### config.mk
export PLATFORM = sky130hd
export DESIGN_NAME = dsp_frame_loader
export DESIGN_NICKNAME = d
export VERILOG_FILES = /design/src/rtl/dsp_cfg_pkg.sv /design/src/rtl/dsp_frame_row_buf.sv /design/src/rtl/dsp_frame_loader.sv
export SDC_FILE = /design/constraint.sdc
export NUM_CORES = 1
export LEC_CHECK = 0
export ABC_CLOCK_PERIOD_IN_PS = 3630
export CORE_ASPECT_RATIO = 1.1
export CORE_MARGIN = 3
export CORE_UTILIZATION = 45
export CTS_CLUSTER_SIZE = 8
export DETAILED_ROUTE_END_ITERATION = 16
export GPL_TIMING_DRIVEN = 0
export PLACE_DENSITY = 0.81
export SLEW_MARGIN = 20
export SYNTH_ARGS = -nofsm -noshare
export SYNTH_HDL_FRONTEND = slang
export SYNTH_HIERARCHICAL = 1
export SYNTH_SLANG_ARGS = --single-unit
export TNS_END_PERCENT = 5
### constraint.sdc
create_clock -name UserCLK -period 3.63 [get_ports UserCLK]
set_clock_uncertainty 0.2 [all_clocks]
set_input_delay 0.5445 -clock UserCLK [delete_from_list [all_inputs] [get_ports UserCLK]]
set_output_delay 0.5445 -clock UserCLK [all_outputs]
set_load 0.02 [all_outputs]
### src/rtl/dsp_cfg_pkg.sv
// Shared types and constants for the DSP column frame loader.
// State encoding, column geometry defaults and the frame-strobe decoder.
// No logic state lives here; consumers import with dsp_cfg_pkg::*.
package dsp_cfg_pkg;

    localparam int DSP_NUM_ROWS       = 2;
    localparam int DSP_FRAMES_PER_COL = 20;
    localparam int DSP_FRAME_BITS     = 32;
    localparam int DSP_FRAME_IDX_W    = 5;

    typedef enum logic [2:0] {
        IDLE,
        LOAD,
        STROBE,
        HOLD,
        DONE
    } state_t;

    function automatic logic [DSP_FRAMES_PER_COL-1:0] onehot_strobe(
        input logic [DSP_FRAME_IDX_W-1:0] idx
    );
        logic [DSP_FRAMES_PER_COL-1:0] v;
        v = '0;
        for (int i = 0; i < DSP_FRAMES_PER_COL; i++) begin
            if (idx == DSP_FRAME_IDX_W'(i)) begin
                v[i] = 1'b1;
            end
        end
        return v;
    endfunction

endpackage

### src/rtl/dsp_frame_row_buf.sv
// Row register bank holding one assembled frame (one word per tile row).
// Latency: write visible on rows_dat one cycle after wr_en; clr wins over wr_en.
// Backpressure: none, the bank accepts a write every cycle it is enabled.
module dsp_frame_row_buf #(
    parameter int NumRows         = 2,
    parameter int FrameBitsPerRow = 32,
    parameter int RowIdxW         = 1
) (
    input  logic                               clk,
    input  logic                               rst_n,
    input  logic                               wr_en,
    input  logic [RowIdxW-1:0]                 wr_row,
    input  logic [FrameBitsPerRow-1:0]         wr_dat,
    input  logic                               clr,
    output logic [NumRows*FrameBitsPerRow-1:0] rows_dat
);

    always_ff @(posedge clk or negedge rst_n) begin
        if (!rst_n) begin
            rows_dat <= '0;
        end else if (clr) begin
            rows_dat <= '0;
        end else if (wr_en) begin
            for (int r = 0; r < NumRows; r++) begin
                if (wr_row == RowIdxW'(r)) begin
                    rows_dat[r*FrameBitsPerRow +: FrameBitsPerRow] <= wr_dat;
                end
            end
        end
    end

endmodule

### src/rtl/dsp_frame_loader.sv
// Streams config words into per-row FrameData, then fires the one-hot FrameStrobe per frame.
// Latency: NumRows+2 cycles per frame with continuous input; done one cycle after the last HOLD.
// Backpressure: in_ready only in LOAD; stalls indefinitely while in_valid is low.
module dsp_frame_loader
    import dsp_cfg_pkg::*;
#(
    parameter int MaxFramesPerCol = DSP_FRAMES_PER_COL,
    parameter int FrameBitsPerRow = DSP_FRAME_BITS,
    parameter int NumRows         = DSP_NUM_ROWS,
    parameter int FrameIdxW       = DSP_FRAME_IDX_W
) (
    input  logic                               UserCLK,
    input  logic                               resetn,
    input  logic                               start,
    input  logic [FrameIdxW-1:0]               num_frames,
    input  logic                               abort,
    input  logic [FrameBitsPerRow-1:0]         in_data,
    input  logic                               in_valid,
    output logic                               in_ready,
    output logic [NumRows*FrameBitsPerRow-1:0] FrameData,
    output logic [MaxFramesPerCol-1:0]         FrameStrobe,
    output logic                               busy,
    output logic                               done,
    output logic                               error
);

    localparam int RowIdxW = (NumRows > 1) ? $clog2(NumRows) : 1;

    state_t               state;
    logic [FrameIdxW-1:0] frame_idx;
    logic [FrameIdxW-1:0] num_lat;
    logic [RowIdxW-1:0]   row_idx;

    logic accept;
    logic last_row;
    logic last_frame;
    logic do_abort;
    logic row_clr;

    assign in_ready   = (state == LOAD);
    assign accept     = in_ready && in_valid;
    assign last_row   = (row_idx == RowIdxW'(NumRows - 1));
    assign last_frame = (frame_idx == (num_lat - FrameIdxW'(1)));
    assign do_abort   = abort && (state != IDLE);
    // Frame data is wiped on abort and as the sequence enters DONE.
    assign row_clr    = do_abort || ((state == HOLD) && last_frame);

    always_ff @(posedge UserCLK or negedge resetn) begin
        if (!resetn) begin
            state       <= IDLE;
            frame_idx   <= '0;
            num_lat     <= '0;
            row_idx     <= '0;
            FrameStrobe <= '0;
            busy        <= 1'b0;
            done        <= 1'b0;
            error       <= 1'b0;
        end else begin
            done  <= 1'b0;
            error <= 1'b0;
            if (do_abort) begin
                state       <= IDLE;
                frame_idx   <= '0;
                row_idx     <= '0;
                FrameStrobe <= '0;
                busy        <= 1'b0;
            end else begin
                case (state)
                    IDLE: begin
                        if (start && !abort) begin
                            if ((num_frames == '0) ||
                                (num_frames > FrameIdxW'(MaxFramesPerCol))) begin
                                error <= 1'b1;
                            end else begin
                                num_lat   <= num_frames;
                                frame_idx <= '0;
                                row_idx   <= '0;
                                busy      <= 1'b1;
                                state     <= LOAD;
                            end
                        end
                    end
                    LOAD: begin
                        if (accept) begin
                            if (last_row) begin
                                FrameStrobe <= MaxFramesPerCol'(
                                    onehot_strobe(DSP_FRAME_IDX_W'(frame_idx)));
                                state       <= STROBE;
                            end else begin
                                row_idx <= row_idx + RowIdxW'(1);
                            end
                        end
                    end
                    STROBE: begin
                        FrameStrobe <= '0;
                        state       <= HOLD;
                    end
                    HOLD: begin
                        row_idx <= '0;
                        if (last_frame) begin
                            done  <= 1'b1;
                            state <= DONE;
                        end else begin
                            frame_idx <= frame_idx + FrameIdxW'(1);
                            state     <= LOAD;
                        end
                    end
                    DONE: begin
                        frame_idx <= '0;
                        busy      <= 1'b0;
                        state     <= IDLE;
                    end
                    default: begin
                        state <= IDLE;
                    end
                endcase
            end
        end
    end

    dsp_frame_row_buf #(
        .NumRows        (NumRows),
        .FrameBitsPerRow(FrameBitsPerRow),
        .RowIdxW        (RowIdxW)
    ) u_row_buf (
        .clk     (UserCLK),
        .rst_n   (resetn),
        .wr_en   (accept),
        .wr_row  (row_idx),
        .wr_dat  (in_data),
        .clr     (row_clr),
        .rows_dat(FrameData)
    );

endmodule

==> impl_results.md <==
* Root Buffer: clkbuf_16
* CP Max Fanout at 10
* Clock sinks at 101
* Largest stage delay, worst path at 0.42 ns
* Die width at 106 um
* Unrepaired setup endpoints after global routing: no
* Adder-cell area share of the yosys netlist at 1.53%
* Met2 Wirelength at 6110 um
* Drt total wl at 12,100 um
* Xor/xnor cell area share of the yosys netlist at 1.04%
* Top delay family on crit path: compound AO/OA/AOI/OAI gates
* Worst skew pair latency at 0.33 ns
* Mapped Area at 4920 um2
* Post-synth top area share at 51.4%
* Synthesized Nets at 482
* Setup TNS at 0 ns
* Fmax at 313 MHz
* Pre-CTS WS at 0.171 ns
* Slew headroom at 66.6%
* Critical path launch point type: flip-flop
* HP Class: reg2reg
* Via count at 3,692
* Ratio of cells with drive above 1 in the final layout at 8.95%
* Simple-gate portion of the synthesized area at 19.5%
* FP Rows at 39
* Crit path time final at 3.20 ns
* Die H at 116 um
* IO Port Bufs at 129
* RePlAce Congestion at 0.827
* Synth Warn # at 6
* Gr ovfl total at 0
* Least-Margin Pin Slew at 0.500 ns
* Initial Util at 46.7%
* Setup WS post-layout at 0.432 ns
* First DRT Iteration DRCs at 112
* CP Buf/Inv Count at 3
* Multiplexer share of the synthesized area at 13.7%
* Placed Cells at 707
* Dpl hpwl at 9030 um
* Wirelength per Cell at 16.7 um
* Crit path max-delay cell type: a211oi_1
* Fin crit share at 88.1%
* Antenna violations before repair at 0
* Pleak at 3.03 nW
* Synth Area in Compound Gates at 8.93%
* Max cap viols at 0
* Top cells by area, synth: dfrtp_1 51%, mux2i_1 13%, nand2b_1 12%, nand2_1 2.2%, o21ai_0 1.9%
* Layout Nets at 624
* Post-synth EDFFs at 0
* Residual DRC count at 0
* ANT nets after route at 0
* Crit-path cells: inv_1, ha_1, nor4bb_1, o211ai_2, a211oi_1, a21oi_1, o21ai_2, buf_4, clkbuf_1, nand2b_1, mux2i_1
* Yosys reg bits at 101
* Final Hold Fails at 0
* Combinational family with the most area after synthesis: simple AND/OR/NAND/NOR gates
* Worst Path Required at 3.65 ns
* Synth Instances at 434
* Setup crit end kind: flip-flop
* Main synth FF type: dfrtp_1
* Fillers at 872
* DR WL met3 at 643 um
* CTS Buf Count at 9
* TritonRoute pass-1 iters at 4
* DR top layer: met4
* Met1 wire length at 5260 um
* Asr flop ratio synth at 100%
* CTS tree: done
* Via/cell ratio at 5.10
* Diodes inserted at 0
* Setup CP Type: reg2reg
* Area growth, synth to finish at 37.2%
* Cell variety after synth at 53
* Max clock buf depth at 2
* H-tree depth at 3
* Worst endpoint data arrival time at 3.22 ns
* Pwr per Cell Area at 508 nW/um2
* Worst-path clk slew at 0.07 ns
* Setup Viol. Count Final at 0
* Final cell count without fillers at 724
* Cell taking the most area after synthesis: dfrtp_1
* Die ar. at 12,200 um2
* I/O Pins at 130
* Vias in the first global route at 3,894
* Core Region at 10,500 um2
* First-pass GRT wire length at 19,800 um
* Slew Limit Fails at 0
* Largest net degree at the start of global routing at 75
* Mean post-synth cell area at 11.3 um2
* Total GRT Usage at 20.3%
* Outcome: finished, final reports clean
* Sequential area share after synthesis at 51.4%
* Maximum vdd drop at 0.311 mV
==> worst min-delay path, cell delays in order, from the launching register on <==
cell     delay, ns
dfrtp_1       0.35
nand2_1       0.05
o31ai_1       0.05
==> routing by layer <==
layer	GRT usage (%)	vias to the layer above
li1	-	1774
met1	25.4	1798
met2	36.1	109
met3	4.79	11
met4	4.58	0
met5	0	-
==> sequential cells by signal (all words and copies together) (netlist names) <==
signal,count
busy,1
num_lat,5
FrameStrobe,20
frame_idx,5
u_row_buf/rows_dat,64
done,1
last_row,1
state,3
error,1
==> path summary, 6_finish.rpt <==
kind,slack (ns),start,endpoint,cells past startpoint
worst max-delay path,0.43,num_lat[0],u_row_buf/rows_dat[50],11
worst min-delay path,0.28,FrameStrobe[11],FrameStrobe[11],2
worst max register to register,0.43,num_lat[0],u_row_buf/rows_dat[50],11
worst min register to register,0.28,FrameStrobe[11],FrameStrobe[11],2
max in group asynchronous,2.11,resetn,frame_idx[2],3
min in group asynchronous,0.46,resetn,u_row_buf/rows_dat[11],2
==> kinds of logic after synthesis <==
group	count (synthesis)
AND/OR/NAND/NOR	162
flip-flops	101
multiplexers	67
AO/OA/AOI/OAI	58
buffers and inverters	35
adder cells (fa/ha/maj)	6
XOR/XNOR	5
==> layout make-up <==
class	instances	area, um2	area share [%]
clock inverter	6	78.8	1.17
clock buffer	10	239	3.54
timing repair buffer	131	1330	19.7
inverter	10	37.5	0.556
tap	143	179	2.65
sequential	101	2530	37.4
multi-input combinational	298	2200	32.6
buffer	25	156	2.32
==> cell usage in the layout (no fill, tap or decap), types with 8 or more instances in the layout <==
cell,n
nand2_1,29
inv_1,10
nand2b_1,97
o31ai_1,8
clkdlybuf4s50_1,128
mux2i_1,64
o21ai_0,18
clkbuf_16,9
dfrtp_1,101
buf_2,8
==> power breakdown <==
group,switching [mW],total (mW),leakage [nW],internal (mW)
sequential,0.114,1.41,1.36,1.30
combinational,0.518,1.02,1.51,0.497
clock,0.435,1.00,0.157,0.567
total,1.07,3.43,3.03,2.36
==> Yosys cell counts, types with 3 or more instances <==
library cell	n
dfrtp_1	101
nand2b_1	97
a22o_1	7
nor3_1	4
nand3b_1	3
clkbuf_1	7
inv_1	10
nand2_1	29
mux2i_1	64
nand3_1	4
o31ai_1	8
buf_2	8
o21ai_0	19
nor2_1	4
mux2_2	3
a21oi_1	3
buf_6	6
nor2b_1	6
ha_1	6
==> per-stage QoR <==
step	total power [mW]	utilization (%)	hold WS (ns)	instance area, um2
after global routing	3.61	64.0	0.316	6750
after detailed placement	2.46	60.9	0.237	6420
after floorplan	1.95	-	0.0489	4920
after CTS	3.47	64.0	0.286	6750
final	3.43	64.0	0.283	6750
after global placement	2.42	60.6	0.264	6390
==> timing repair <==
action	4_1_cts	5_1_grt
gates resized for setup	0	2
setup endpoints to repair	0	52
setup buffers	0	0
hold buffers	1	0
hold endpoints to repair	27	0
Power figures use the tool's default switching activity.
